$ cat src/rtl/tech_regfile_ctrl.sv
// Valid/ready front end for a single-port, 1-cycle-latency, active-low regfile macro.
// Partial writes become a read followed by a merged full-word write; reads return through a 2-deep FWFT FIFO.
module tech_regfile_ctrl #(
    parameter  int BIT_WIDTH  = 128,
    parameter  int WORD_DEPTH = 64,
    localparam int AW         = $clog2(WORD_DEPTH),
    localparam int BYTES      = BIT_WIDTH / 8
) (
    input  logic                 clk_i,
    input  logic                 rst_n_i,
    input  logic                 req_valid_i,
    output logic                 req_ready_o,
    input  logic                 req_we_i,
    input  logic [BYTES-1:0]     req_bm_i,
    input  logic [AW-1:0]        req_addr_i,
    input  logic [BIT_WIDTH-1:0] req_dat_i,
    output logic                 rsp_valid_o,
    input  logic                 rsp_ready_i,
    output logic [BIT_WIDTH-1:0] rsp_dat_o,
    output logic                 mem_en_o,
    output logic                 mem_wen_o,
    output logic [AW-1:0]        mem_addr_o,
    output logic [BIT_WIDTH-1:0] mem_dat_o,
    input  logic [BIT_WIDTH-1:0] mem_dat_i
);

    typedef enum logic {IDLE, MERGE} state_e;

    state_e               state_q, state_d;
    logic                 rd_pend_q, rd_pend_d;
    logic [1:0]           cnt_q, cnt_d;
    logic                 wr_ptr_q, rd_ptr_q;
    logic [BIT_WIDTH-1:0] fifo_q [2];

    logic [AW-1:0]        m_addr_q;
    logic [BIT_WIDTH-1:0] m_dat_q;
    logic [BYTES-1:0]     m_bm_q;
    logic [BIT_WIDTH-1:0] m_mask;
    logic                 capture;

    logic [2:0]           credit;
    logic                 accept, push, pop;
    logic                 full_mask, zero_mask;

    always_comb begin
        m_mask = '0;
        for (int i = 0; i < BYTES; i++) m_mask[8*i +: 8] = {8{m_bm_q[i]}};
    end

    assign credit    = {1'b0, cnt_q} + {2'b00, rd_pend_q};
    assign accept    = req_valid_i && req_ready_o;
    assign full_mask = &req_bm_i;
    assign zero_mask = ~|req_bm_i;

    // Ready is gated by reset so a request held during reset can never reach the macro.
    always_comb begin
        state_d     = state_q;
        rd_pend_d   = 1'b0;
        req_ready_o = 1'b0;
        mem_en_o    = 1'b1;
        mem_wen_o   = 1'b1;
        mem_addr_o  = '0;
        mem_dat_o   = '0;
        capture     = 1'b0;
        case (state_q)
            IDLE: begin
                req_ready_o = rst_n_i && (credit < 3'd2);
                if (accept) begin
                    if (!req_we_i) begin
                        mem_en_o   = 1'b0;
                        mem_addr_o = req_addr_i;
                        rd_pend_d  = 1'b1;
                    end else if (full_mask) begin
                        mem_en_o   = 1'b0;
                        mem_wen_o  = 1'b0;
                        mem_addr_o = req_addr_i;
                        mem_dat_o  = req_dat_i;
                    end else if (!zero_mask) begin
                        // Read-modify-write: this read feeds the merge, not the response FIFO.
                        mem_en_o   = 1'b0;
                        mem_addr_o = req_addr_i;
                        capture    = 1'b1;
                        state_d    = MERGE;
                    end
                end
            end
            MERGE: begin
                mem_en_o   = 1'b0;
                mem_wen_o  = 1'b0;
                mem_addr_o = m_addr_q;
                mem_dat_o  = (mem_dat_i & ~m_mask) | (m_dat_q & m_mask);
                state_d    = IDLE;
            end
            default: state_d = IDLE;
        endcase
    end

    assign push        = rd_pend_q;
    assign rsp_valid_o = (cnt_q != 2'd0);
    assign pop         = rsp_valid_o && rsp_ready_i;
    assign rsp_dat_o   = fifo_q[rd_ptr_q];

    always_comb begin
        cnt_d = cnt_q;
        case ({push, pop})
            2'b10:   cnt_d = cnt_q + 2'd1;
            2'b01:   cnt_d = cnt_q - 2'd1;
            default: cnt_d = cnt_q;
        endcase
    end

    always_ff @(posedge clk_i or negedge rst_n_i) begin
        if (!rst_n_i) begin
            state_q   <= IDLE;
            rd_pend_q <= 1'b0;
            cnt_q     <= 2'd0;
            wr_ptr_q  <= 1'b0;
            rd_ptr_q  <= 1'b0;
            fifo_q[0] <= '0;
            fifo_q[1] <= '0;
            m_addr_q  <= '0;
            m_dat_q   <= '0;
            m_bm_q    <= '0;
        end else begin
            state_q   <= state_d;
            rd_pend_q <= rd_pend_d;
            cnt_q     <= cnt_d;
            if (push) begin
                fifo_q[wr_ptr_q] <= mem_dat_i;
                wr_ptr_q         <= ~wr_ptr_q;
            end
            if (pop) rd_ptr_q <= ~rd_ptr_q;
            if (capture) begin
                m_addr_q <= req_addr_i;
                m_dat_q  <= req_dat_i;
                m_bm_q   <= req_bm_i;
            end
        end
    end

endmodule

$ cat config.mk
export PLATFORM = sky130hd
export DESIGN_NAME = tech_regfile_ctrl
export DESIGN_NICKNAME = d
export VERILOG_FILES = /design/src/rtl/tech_regfile_ctrl.sv
export SDC_FILE = /design/constraint.sdc
export NUM_CORES = 1
export LEC_CHECK = 0
export CORE_MARGIN = 3
export CORE_UTILIZATION = 40
export CTS_CLUSTER_SIZE = 12
export DETAILED_ROUTE_END_ITERATION = 8
export PLACE_DENSITY = 0.68
export SYNTH_ARGS = -nofsm -noshare
export SYNTH_HDL_FRONTEND = slang
export SYNTH_SLANG_ARGS = --single-unit
$ cat constraint.sdc
create_clock -name clk_i -period 4.82 [get_ports clk_i]
set_input_delay 0.964 -clock clk_i [delete_from_list [all_inputs] [get_ports clk_i]]
set_output_delay 0.964 -clock clk_i [all_outputs]
set_load 0.1 [all_outputs]
==> results.md <==
* CTS HTree Levels at 2
* Number of I/O pins at 549
* Dpl cells at 2470
* Post-Syn Area at 19980 um2
* DRC viols at 0
* Vias in the first global route at 14700
* Count leader, synth: mux2_2
* Worst R2R Start: state_q$_DFF_PN0_
* Hold buffer count at cts at 0
* First-pass GRT wire length at 92030 um
* First-pass DRT Iterations at 4
* Sequential share of the synthesized area at 51.60%
* Type of origin of the critical path: input port
* TritonCTS Buffers at 46
* Initial antenna violation count at 5
* Worst EP required at 3.86 ns
* Netlist cell types at 25
* Synth Warn # at 0
* Final ANT Viol Nets at 0
* Die Width at 229.5 um
* Buffer levels on the longest clock path at 3
* DRT Wirelength at 60530 um
* DR WL/cell at 23.70 um
* Worst Max-Slew Pin Slew at 1.186 ns
* Die Area at 52670 um2
* Share of layout cells above drive strength 1 at 49.92%
* Number of synthesized flops with an enable pin at 0
* Hold Fails Final Rpt at 0
* Fillers at 3930
* Worst min path class: in -> async
* Final Wtd Congestion at 0.8327
* Fin crit share at 93.87%
* Post-DP HPWL at 43150 um
* Post-CTS Setup Repair Bufs at 0
* Post-route insts no fill at 2554
* Total GRT Usage at 22.52%
* Slew HR at 20.91%
* Status: finished clean
* Initial Util at 40.65%
* FP Rows at 81
* # setup viols final at 0
* Tmin final at 4.525 ns
* Crit path DAT at 3.56 ns
* RSZ-0062 raised after global routing: no
* Area occupied by registers at 10320 um2
* Top cell type's share of synthesized area at 51.60%
* Gate count of the mapped netlist at 1344
* TNS Setup at 0 ns
* Worst Path Max Fanout at 36
* CP Capture Type: output port
* Top FF cell, synth: dfrtp_1
* Syn_nets at 1628
* CTS root buf: clkbuf_16
* Footprint of the multi-input gates at 9205 um2
* TritonCTS Sinks at 412
* Slew Viols, Final at 0
* Synth top cells by count: mux2_2 (573), dfrtp_1 (412), a22o_1 (134)
* Worst R2R Path Depth at 5
* Setup Skew at 0.01217 ns
* Nets at 2138
* Gr ovfl total at 0
* Cts repair resizes at 0
* Avg Inst Size Synth at 14.87 um2
* Area grow syn2layout at 44.31%
* Reg clk slew, reported paths at 0.06 ns
* I/O Buffers at 548
* Top cells by area, synth: dfrtp_1 (52%), mux2_2 (32%), mux2_4 (6.7%), a22o_1 (5.9%), clkbuf_1 (1.0%)
* Vias per cell at 5.287
* Chip height at 229.5 um
* CP Class: in -> out
* #FFs+latches synth at 412
* Area leader, netlist: dfrtp_1
* Clk_lat worst skew at 0.57 ns
* RR Endpoint: m_dat_q[18]$_DFFE_PN0P_
* Max Cap Violations at 0
* DR iter-0 viols at 543
* Final Hold Slack at 0.4936 ns
* Total core area at 49150 um2
* Worst R2R Setup Slack at 1.99 ns
* DR vias at 13500
* Pin count of the biggest net entering global routing at 169
* FFs w/ async S/R, synth at 100.0%
* Max Clk Rate at 221.0 MHz
* CTS tree: yes
## routing by layer
layer	GRT usage (%)	up-vias	routed length (um)
met5	0	-	27
met4	6.647	4	1785
met3	5.833	95	3542
met2	39.00	356	30620
met1	27.66	7015	24550
li1	-	6033	-
## final cells by class
| class | count | area share [%] |
|---|---|---|
| clock buffer | 67 | 4.722 |
| clock inverter | 12 | 0.4904 |
| timing repair buffer | 565 | 24.14 |
| multi-input combinational | 828 | 31.93 |
| antenna | 5 | 0.04340 |
| sequential | 412 | 35.79 |
| tap | 664 | 2.882 |
| inverter | 1 | 0.01302 |
## through the flow
step / cell area, um2 / worst slack, ns / util [%]
2_1_floorplan: 19980 / 0.2795 / -
3_3_place_gp: 27320 / 0.3402 / 55.57
3_5_place_dp: 27320 / 0.2774 / 55.57
4_1_cts: 28820 / 0.2499 / 58.63
5_1_grt: 28830 / 0.1959 / 58.65
6_report: 28830 / 0.2953 / 58.66
## sequential cells by signal (all words and copies together) (netlist names), 2 cells and up
name and flops:
cnt_q 2, fifo_q 256, m_addr_q 6, m_bm_q 16, m_dat_q 128
## how the worst max path moves through the flow
stage,startpoint,endpoint,slack (ns)
global placement,req_bm_i[8],mem_dat_o[9],0.34
detailed placement,req_bm_i[8],mem_dat_o[9],0.28
floorplan,rst_n_i,mem_wen_o,0.28
global route,req_bm_i[8],mem_dat_o[9],0.20
CTS,req_bm_i[8],mem_dat_o[9],0.25
finish,req_bm_i[8],mem_dat_o[9],0.30
## cells by family (layout without fill, tap and decap cells)
| kind of cell | count (synthesis) | count (layout) | share of synthesized area, % |
|---|---|---|---|
| AO/OA/AOI/OAI | 136 | 136 | 5.956 |
| XOR/XNOR | 5 | 5 | 0.2192 |
| adder cells (fa/ha/maj) | 1 | 1 | 0.06262 |
| buffers and inverters | 104 | 645 | 2.442 |
| flip-flops | 412 | 412 | 51.60 |
| multiplexers | 662 | 662 | 38.98 |
| other | 0 | 5 | 0 |
| AND/OR/NAND/NOR | 24 | 24 | 0.7327 |
## critical path, cell delays in order
cell             delay [ns]
clkdlybuf4s50_1        0.59
nand4_1                0.18
nor4_1                 0.38
and4_4                 0.62
buf_12                 0.27
a22o_1                 0.30
buf_12                 0.21
## cell usage in the layout, fill, tap and decap left out, types with 3 or more instances in the layout
cell type / Yosys / routed
mux2_2: 573 / 573
dfrtp_1: 412 / 410
clkdlybuf4s50_1: 0 / 363
buf_12: 0 / 144
a22o_1: 134 / 134
mux2_4: 89 / 89
buf_4: 0 / 57
clkbuf_16: 0 / 47
clkbuf_8: 0 / 11
clkbuf_1: 54 / 9
clkinv_2: 0 / 7
diode_2: 0 / 5
nor4_1: 5 / 5
nand4_1: 4 / 4
nor2_1: 4 / 4
xor2_1: 3 / 3
bufinv_16: 0 / 3
Power is not shown: default switching activity piles up to over one toggle a cycle in this logic, so the estimate is an artifact.
